**config.mk**
```make
export PLATFORM = sky130hd
export DESIGN_NAME = rom_arbiter_flat
export DESIGN_NICKNAME = d
export VERILOG_FILES = /design/src/rtl/rom_arbiter_pkg.sv /design/src/rtl/rom_arbiter_if.sv /design/src/rtl/rom_arbiter_rr_arbiter.sv /design/src/rtl/rom_arbiter.sv /design/src/flat_wrapper.sv
export SDC_FILE = /design/constraint.sdc
export NUM_CORES = 1
export LEC_CHECK = 0
export CAP_MARGIN = 20
export CORE_AREA = 2 2 75 77
export CTS_CLUSTER_DIAMETER = 50
export DETAILED_ROUTE_END_ITERATION = 12
export DIE_AREA = 0 0 77 79
export GPL_ROUTABILITY_DRIVEN = 0
export PLACE_DENSITY = 0.77
export SYNTH_ARGS = -nofsm -noshare
export SYNTH_HDL_FRONTEND = slang
export SYNTH_SLANG_ARGS = --single-unit
export TNS_END_PERCENT = 1
```
**constraint.sdc**
```tcl
create_clock -name i_clk -period 1.1 [get_ports i_clk]
set_input_delay 0.22 -clock i_clk [delete_from_list [all_inputs] [get_ports i_clk]]
set_output_delay 0.22 -clock i_clk [all_outputs]
set_load 0.05 [all_outputs]
```
**src/rtl/rom_arbiter_pkg.sv**
```systemverilog
`default_nettype none
// +------------------------------------------------------------------+
// | rom_arbiter_pkg : shared constants and round-robin select helper  |
// | Revision 1.0                                                      |
// +------------------------------------------------------------------+
package rom_arbiter_pkg;

   localparam int c_max_req = 8;

   function automatic int ptr_width(input int n);
      return (n < 2) ? 1 : $clog2(n);
   endfunction

   // Rotated priority: the first set bit at or after ptr (mod n) wins.
   function automatic logic [c_max_req-1:0] rr_select(
      input logic [c_max_req-1:0] req,
      input int                   ptr,
      input int                   n
   );
      logic [c_max_req-1:0] gnt;
      logic                 found;
      logic [2:0]           idx;
      gnt   = '0;
      found = 1'b0;
      for (int i = 0; i < c_max_req; i++) begin
         idx = 3'((ptr + i) % n);
         if ((i < n) && !found && req[idx]) begin
            gnt[idx] = 1'b1;
            found    = 1'b1;
         end
      end
      return gnt;
   endfunction

endpackage
`default_nettype wire

```
**src/rtl/rom_arbiter_if.sv**
```systemverilog
`default_nettype none
// +------------------------------------------------------------------+
// | rom_arbiter_if : requester bus and ROM port of the ROM arbiter    |
// | Revision 1.0                                                      |
// +------------------------------------------------------------------+
interface rom_arbiter_if #(
   parameter int NUM_REQ    = 2,
   parameter int ADDR_WIDTH = 10,
   parameter int DATA_WIDTH = 16
);
   logic [NUM_REQ-1:0]            i_req;
   logic [NUM_REQ*ADDR_WIDTH-1:0] i_addr;
   logic [NUM_REQ-1:0]            o_gnt;
   logic [NUM_REQ-1:0]            o_rvalid;
   logic [NUM_REQ*DATA_WIDTH-1:0] o_rdata;
   logic [ADDR_WIDTH-1:0]         o_rom_addr;
   logic [DATA_WIDTH-1:0]         i_rom_data;

   modport slave (
      input  i_req, i_addr, i_rom_data,
      output o_gnt, o_rvalid, o_rdata, o_rom_addr
   );

   modport master (
      output i_req, i_addr, i_rom_data,
      input  o_gnt, o_rvalid, o_rdata, o_rom_addr
   );
endinterface
`default_nettype wire

```
**src/rtl/rom_arbiter_rr_arbiter.sv**
```systemverilog
`default_nettype none
// +------------------------------------------------------------------+
// | rr_arbiter : combinational round-robin grant with registered ptr  |
// | Revision 1.0                                                      |
// +------------------------------------------------------------------+
module rr_arbiter
   import rom_arbiter_pkg::*;
#(
   parameter  int NUM_REQ = 2,
   localparam int c_ptr_w = ptr_width(NUM_REQ)
) (
   input  wire logic               clk_i,
   input  wire logic               rst_ni,
   input  wire logic [NUM_REQ-1:0] req_i,
   output logic      [NUM_REQ-1:0] gnt_o,
   output logic      [c_ptr_w-1:0] idx_o,
   output logic                    valid_o
);

   logic [c_ptr_w-1:0]   ptr_q;
   logic [c_ptr_w-1:0]   ptr_d;
   logic [c_max_req-1:0] w_sel;
   logic                 w_unused_sel;

   always_comb begin
      w_sel = rr_select(c_max_req'(req_i), int'(ptr_q), NUM_REQ);
   end

   // Bits above NUM_REQ are never set by rr_select.
   assign w_unused_sel = ^w_sel;
   assign gnt_o        = w_sel[NUM_REQ-1:0];
   assign valid_o      = |gnt_o;

   always_comb begin
      idx_o = '0;
      for (int k = 0; k < NUM_REQ; k++) begin
         if (gnt_o[k]) begin
            idx_o = c_ptr_w'(k);
         end
      end
   end

   always_comb begin
      ptr_d = ptr_q;
      if (valid_o) begin
         ptr_d = (idx_o == c_ptr_w'(NUM_REQ - 1)) ? '0 : idx_o + 1'b1;
      end
   end

   always_ff @(posedge clk_i or negedge rst_ni) begin
      if (!rst_ni) begin
         ptr_q <= '0;
      end else begin
         ptr_q <= ptr_d;
      end
   end

endmodule
`default_nettype wire

```
**src/rtl/rom_arbiter.sv**
```systemverilog
`default_nettype none
// +------------------------------------------------------------------+
// | rom_arbiter : round-robin sharing of one 1-cycle-latency ROM      |
// | Revision 1.0                                                      |
// +------------------------------------------------------------------+
module rom_arbiter
   import rom_arbiter_pkg::*;
#(
   parameter int NUM_REQ    = 2,
   parameter int ADDR_WIDTH = 10,
   parameter int DATA_WIDTH = 16
) (
   input wire logic     i_clk,
   input wire logic     i_rst_n,
   rom_arbiter_if.slave bus_if
);

   localparam int c_ptr_w = ptr_width(NUM_REQ);

   logic [NUM_REQ-1:0]    w_gnt;
   logic [c_ptr_w-1:0]    w_idx;
   logic                  w_any;
   logic [ADDR_WIDTH-1:0] w_gnt_addr;
   logic [ADDR_WIDTH-1:0] last_addr_q;
   logic [ADDR_WIDTH-1:0] last_addr_d;
   logic [NUM_REQ-1:0]    rvalid_q;
   logic [NUM_REQ-1:0]    rvalid_d;

   rr_arbiter #(
      .NUM_REQ (NUM_REQ)
   ) u_rr (
      .clk_i   (i_clk),
      .rst_ni  (i_rst_n),
      .req_i   (bus_if.i_req),
      .gnt_o   (w_gnt),
      .idx_o   (w_idx),
      .valid_o (w_any)
   );

   always_comb begin
      w_gnt_addr = '0;
      for (int k = 0; k < NUM_REQ; k++) begin
         if (w_idx == c_ptr_w'(k)) begin
            w_gnt_addr = bus_if.i_addr[k*ADDR_WIDTH +: ADDR_WIDTH];
         end
      end
   end

   // Idle cycles replay the last address so the ROM address bus stays quiet.
   always_comb begin
      last_addr_d = w_any ? w_gnt_addr : last_addr_q;
      rvalid_d    = w_gnt;
   end

   assign bus_if.o_gnt      = w_gnt;
   assign bus_if.o_rom_addr = last_addr_d;
   assign bus_if.o_rvalid   = rvalid_q;

   always_ff @(posedge i_clk or negedge i_rst_n) begin
      if (!i_rst_n) begin
         last_addr_q <= '0;
         rvalid_q    <= '0;
      end else begin
         last_addr_q <= last_addr_d;
         rvalid_q    <= rvalid_d;
      end
   end

   generate
      for (genvar k = 0; k < NUM_REQ; k++) begin : g_port
         logic [DATA_WIDTH-1:0] hold_q;

         always_ff @(posedge i_clk or negedge i_rst_n) begin
            if (!i_rst_n) begin
               hold_q <= '0;
            end else if (rvalid_q[k]) begin
               hold_q <= bus_if.i_rom_data;
            end
         end

         // The response cycle bypasses the hold register.
         assign bus_if.o_rdata[k*DATA_WIDTH +: DATA_WIDTH] =
            rvalid_q[k] ? bus_if.i_rom_data : hold_q;
      end
   endgenerate

endmodule
`default_nettype wire

```
**src/flat_wrapper.sv**
```systemverilog
// flat-port wrapper written by rule: the top's interface ports become plain ports
module rom_arbiter_flat import rom_arbiter_pkg::*;
#(
   parameter int NUM_REQ    = 2,
   parameter int ADDR_WIDTH = 10,
   parameter int DATA_WIDTH = 16
)
  (i_clk, i_rst_n, bus_if_i_req, bus_if_i_addr, bus_if_i_rom_data, bus_if_o_gnt, bus_if_o_rvalid, bus_if_o_rdata, bus_if_o_rom_addr);
  rom_arbiter_if #(.NUM_REQ(NUM_REQ), .ADDR_WIDTH(ADDR_WIDTH), .DATA_WIDTH(DATA_WIDTH)) bus_if_i ();
  input wire logic i_clk;
  input wire logic i_rst_n;
  input wire logic [$bits(bus_if_i.i_req)-1:0] bus_if_i_req;
  input wire logic [$bits(bus_if_i.i_addr)-1:0] bus_if_i_addr;
  input wire logic [$bits(bus_if_i.i_rom_data)-1:0] bus_if_i_rom_data;
  output wire logic [$bits(bus_if_i.o_gnt)-1:0] bus_if_o_gnt;
  output wire logic [$bits(bus_if_i.o_rvalid)-1:0] bus_if_o_rvalid;
  output wire logic [$bits(bus_if_i.o_rdata)-1:0] bus_if_o_rdata;
  output wire logic [$bits(bus_if_i.o_rom_addr)-1:0] bus_if_o_rom_addr;
  assign bus_if_i.i_req = bus_if_i_req;
  assign bus_if_i.i_addr = bus_if_i_addr;
  assign bus_if_i.i_rom_data = bus_if_i_rom_data;
  assign bus_if_o_gnt = bus_if_i.o_gnt;
  assign bus_if_o_rvalid = bus_if_i.o_rvalid;
  assign bus_if_o_rdata = bus_if_i.o_rdata;
  assign bus_if_o_rom_addr = bus_if_i.o_rom_addr;
  rom_arbiter #(.NUM_REQ(NUM_REQ), .ADDR_WIDTH(ADDR_WIDTH), .DATA_WIDTH(DATA_WIDTH)) u_core (.i_clk(i_clk), .i_rst_n(i_rst_n), .bus_if(bus_if_i));
endmodule
```
==> flow_metrics.py <==
metrics = {
    "drt": {
        "routed_wirelength_um": 5520,
        "drc_errors": 0,
        "via_per_inst": 4.58,
        "drt_iter0_markers": 34,
        "post_drt_wl_per_cell_um": 16.3,
        "vias": 1549,
        "ant_nets": 0,
        "drtPass1Iterations": 4,
    },
    "cells_and_area": {
        "drive_gt1_frac": 0.613,
        "areaGrowthSynthToFinish_pct": 99.2,
        "fin_cells": 338,
        "fin_nets": 305,
        "n_antenna_cell": 0,
    },
    "power": {
        "ir_drop_mv": 0.735,
        "power.total_uw": 6260,
        "comb_power_share": 0.480,
        "seq_power_share": 0.317,
        "sw_frac_of_total": 0.354,
        "power_density_nw_per_um2": 1640,
        "pwr-share-clk": 0.204,
        "leakage_uw": 0.00169,
        "intPower_uw": 4040,
        "switching_power_uw": 2220,
    },
    "floorplanning": {
        "pin_count": 86,
        "core_sq_um": 5340,
        "die_w_um": 77,
        "num_rows": 27,
        "die_h_um": 79,
        "die_area_sq_um": 6080,
        "start_util": 0.359,
    },
    "yosys": {
        "async_reset_ff_frac": 1.00,
        "synthCells": 133,
        "syn-mean-instance-area_sq_um": 14.4,
        "ys_seq_elements": 45,
        "ys_seq_area_frac": 0.587,
        "synth_cell_type_count": 17,
        "synth_top_cell_by_area": "dfrtp_1",
        "yosysWarningCount": 0,
        "yosys-top-cells-count": "dfrtp_1 (45), mux2_2 (32), a211oi_1 (10), nor2_1 (10), o22ai_2 (9)",
        "synth_fp_nets": 173,
        "synth_top_area_share": 0.587,
        "netlist_top_cells_area": "dfrtp_1 (59%), mux2_2 (19%), o22ai_2 (5.9%)",
        "synth_area_sq_um": 1920,
        "synth-edff-count": 0,
        "yosysMostFrequentCell": "dfrtp_1",
        "synth_ff_type": "dfrtp_1",
    },
    "sta": {
        "rsz0062_at_grt": "yes",
        "maxSlewViolCount": 0,
        "setup_viol": 63,
        "setup_slack_ns": -0.573,
        "holdWs_ns": 0.420,
        "skew_ns": 0.00321,
        "period_share": 1.52,
        "finalHoldViolations": 0,
        "fmaxAchievable_mhz": 598,
        "worst_pin_slew_ns": 0.431,
        "fin_crit_ns": 1.67,
        "slew_headroom": 0.711,
    },
    "setup_path": {
        "cp_data_arrival_time_ns": 1.45,
        "crit_required_ns": 0.88,
        "slowest_stage": "dfrtp_1",
        "critPathLaunchType": "flop",
        "crit_type": "reg -> out",
        "cp-end-kind": "output pin",
        "crit_chain": "buf_6 -> nand2_8 -> buf_4 -> o22ai_4 -> nor2_4 -> buf_12",
        "max_stage_delay_ns": 0.39,
        "cp_max_fo": 10,
    },
    "cts": {
        "clockRootBuffer": "clkbuf_8",
        "h-tree-depth": 2,
        "cts_buffer_depth": 2,
        "clkTransAtPathRegs_ns": 0.08,
        "cts_made_buffers": 5,
        "clock_latency_ns": 0.29,
        "clock_sinks": 45,
        "cts_tree": "yes",
    },
    "min_path": {
        "hold_class": "in -> reg",
    },
    "outcome": {
        "violations": "negative setup slack",
        "outcome": "finished with violations",
    },
    "run": {
        "drv_cap": 0,
    },
    "grt": {
        "grt-ovfl-total": 0,
        "antenna_found_initial": 0,
        "track_usage": 0.184,
        "grt_pass1_vias": 1640,
        "grt_max_degree": 25,
        "grt_pass1_wl_um": 8710,
    },
    "placed_design": {
        "port_buffers": 85,
        "post-place-ws_ns": -0.781,
        "dp_hpwl_um": 3580,
        "placed_cells": 320,
    },
}
==> state kept, by name, indices dropped and copies added (netlist names) <==
signal	flops
u_core.u_rr.ptr_q	1
u_core.bus_if.o_rvalid	2
u_core.last_addr_q	10
u_core.g_port.hold_q	32
==> per-stage QoR <==
| stage | util | TNS [ns] | instance area, sq um |
|---|---|---|---|
| finish | 0.715 | -23.00 | 3820 |
| global route | 0.715 | -26.53 | 3820 |
| CTS | 0.690 | -23.74 | 3680 |
| detailed placement | 0.620 | -22.84 | 3310 |
| global placement | 0.620 | -22.08 | 3310 |
| floorplan | - | -21.00 | 2080 |
==> layout by cell type (no fill, tap or decap) <==
| cell | n |
|---|---|
| mux2_2 | 12 |
| dlygate4sd3_1 | 1 |
| inv_1 | 2 |
| dfrtp_2 | 2 |
| a211oi_1 | 8 |
| o22ai_4 | 10 |
| clkbuf_2 | 1 |
| buf_4 | 30 |
| buf_2 | 1 |
| and2b_1 | 3 |
| nor2_4 | 10 |
| buf_12 | 18 |
| dlygate4sd2_1 | 1 |
| clkbuf_16 | 1 |
| a21boi_1 | 1 |
| bufinv_16 | 1 |
| dfrtp_1 | 43 |
| a21bo_4 | 1 |
| mux2_4 | 20 |
| buf_8 | 1 |
| nor2b_1 | 7 |
| nand2_8 | 1 |
| buf_6 | 45 |
| a211oi_2 | 2 |
| clkdlybuf4s50_1 | 36 |
| clkinvlp_4 | 1 |
| clkbuf_8 | 6 |
| o21a_1 | 1 |
==> worst max-delay path, delay by kind of cell, from the launching register on <==
kind            cells  cell delay, ns
compound gates      1            0.17
simple gates        2            0.15
buf+inv             3            0.44
flops               1            0.39
==> per-layer routing <==
metal | track usage | part of all wire | up-vias
met5 | 0 | 0 | -
met4 | 0.0429 | 0.0054 | 0
li1 | - | - | 729
met2 | 0.308 | 0.53 | 72
met1 | 0.228 | 0.39 | 744
met3 | 0.0682 | 0.081 | 4
==> what timing repair did <==
item / CTS / global route
setup buffers: 0 / 8
pin swaps: 8 / 8
resized for setup: 57 / 12
hold buffers: 1 / 0
setup endpoints to repair: 66 / 66
endpoints found under the hold margin: 45 / 0
gates cloned: 0 / 1
==> path summary, 6_finish.rpt <==
path	startpoint	endpoint	slack (ns)	depth (start not counted)
max in group asynchronous	i_rst_n	u_core.g_port[0].hold_q[13]$_DFF_PN0_	0.39	3
worst min register to register	u_core.g_port[1].hold_q[1]$_DFF_PN0_	u_core.g_port[1].hold_q[1]$_DFF_PN0_	0.51	1
worst max register to register	u_core.bus_if.o_rvalid[0]$_DFF_PN0_	u_core.g_port[0].hold_q[9]$_DFF_PN0_	-0.07	3
min in group asynchronous	i_rst_n	u_core.g_port[0].hold_q[0]$_DFF_PN0_	0.47	3
worst max-delay path	u_core.u_rr.ptr_q$_DFFE_PN0P_	bus_if_o_rom_addr[9]	-0.57	6
worst min-delay path	bus_if_i_req[1]	u_core.last_addr_q[5]$_DFF_PN0_	0.42	3
==> kinds of logic after synthesis <==
group | Yosys count | share of synthesized area
AOI/OAI and AO/OA | 23 | 0.114
buffers and inverters | 12 | 0.0503
DFF | 45 | 0.587
muxes | 32 | 0.188
and+or+nand+nor | 21 | 0.0601
==> power by group through the flow <==
stage / Sequential [uW] / Combinational, uW / Clock, uW
final: 1980 / 3000 / 1280
after global routing: 2010 / 3130 / 1400
after CTS: 1980 / 2890 / 1330
after detailed placement: 2010 / 2600 / 0
after global placement: 2000 / 2580 / 0
after floorplan: 2010 / 1580 / 0
==> final cells by class <==
cell class	count	area (sq um)
clock buffers	6	82.6
clock inverters	2	37.5
fillers	375	1520
inverters	2	7.51
multi-input cells	76	951
flip-flops and latches	45	1130
well taps	72	90.1
repair buffers	135	1520
No activity file was read; power rests on OpenSTA's default activity.
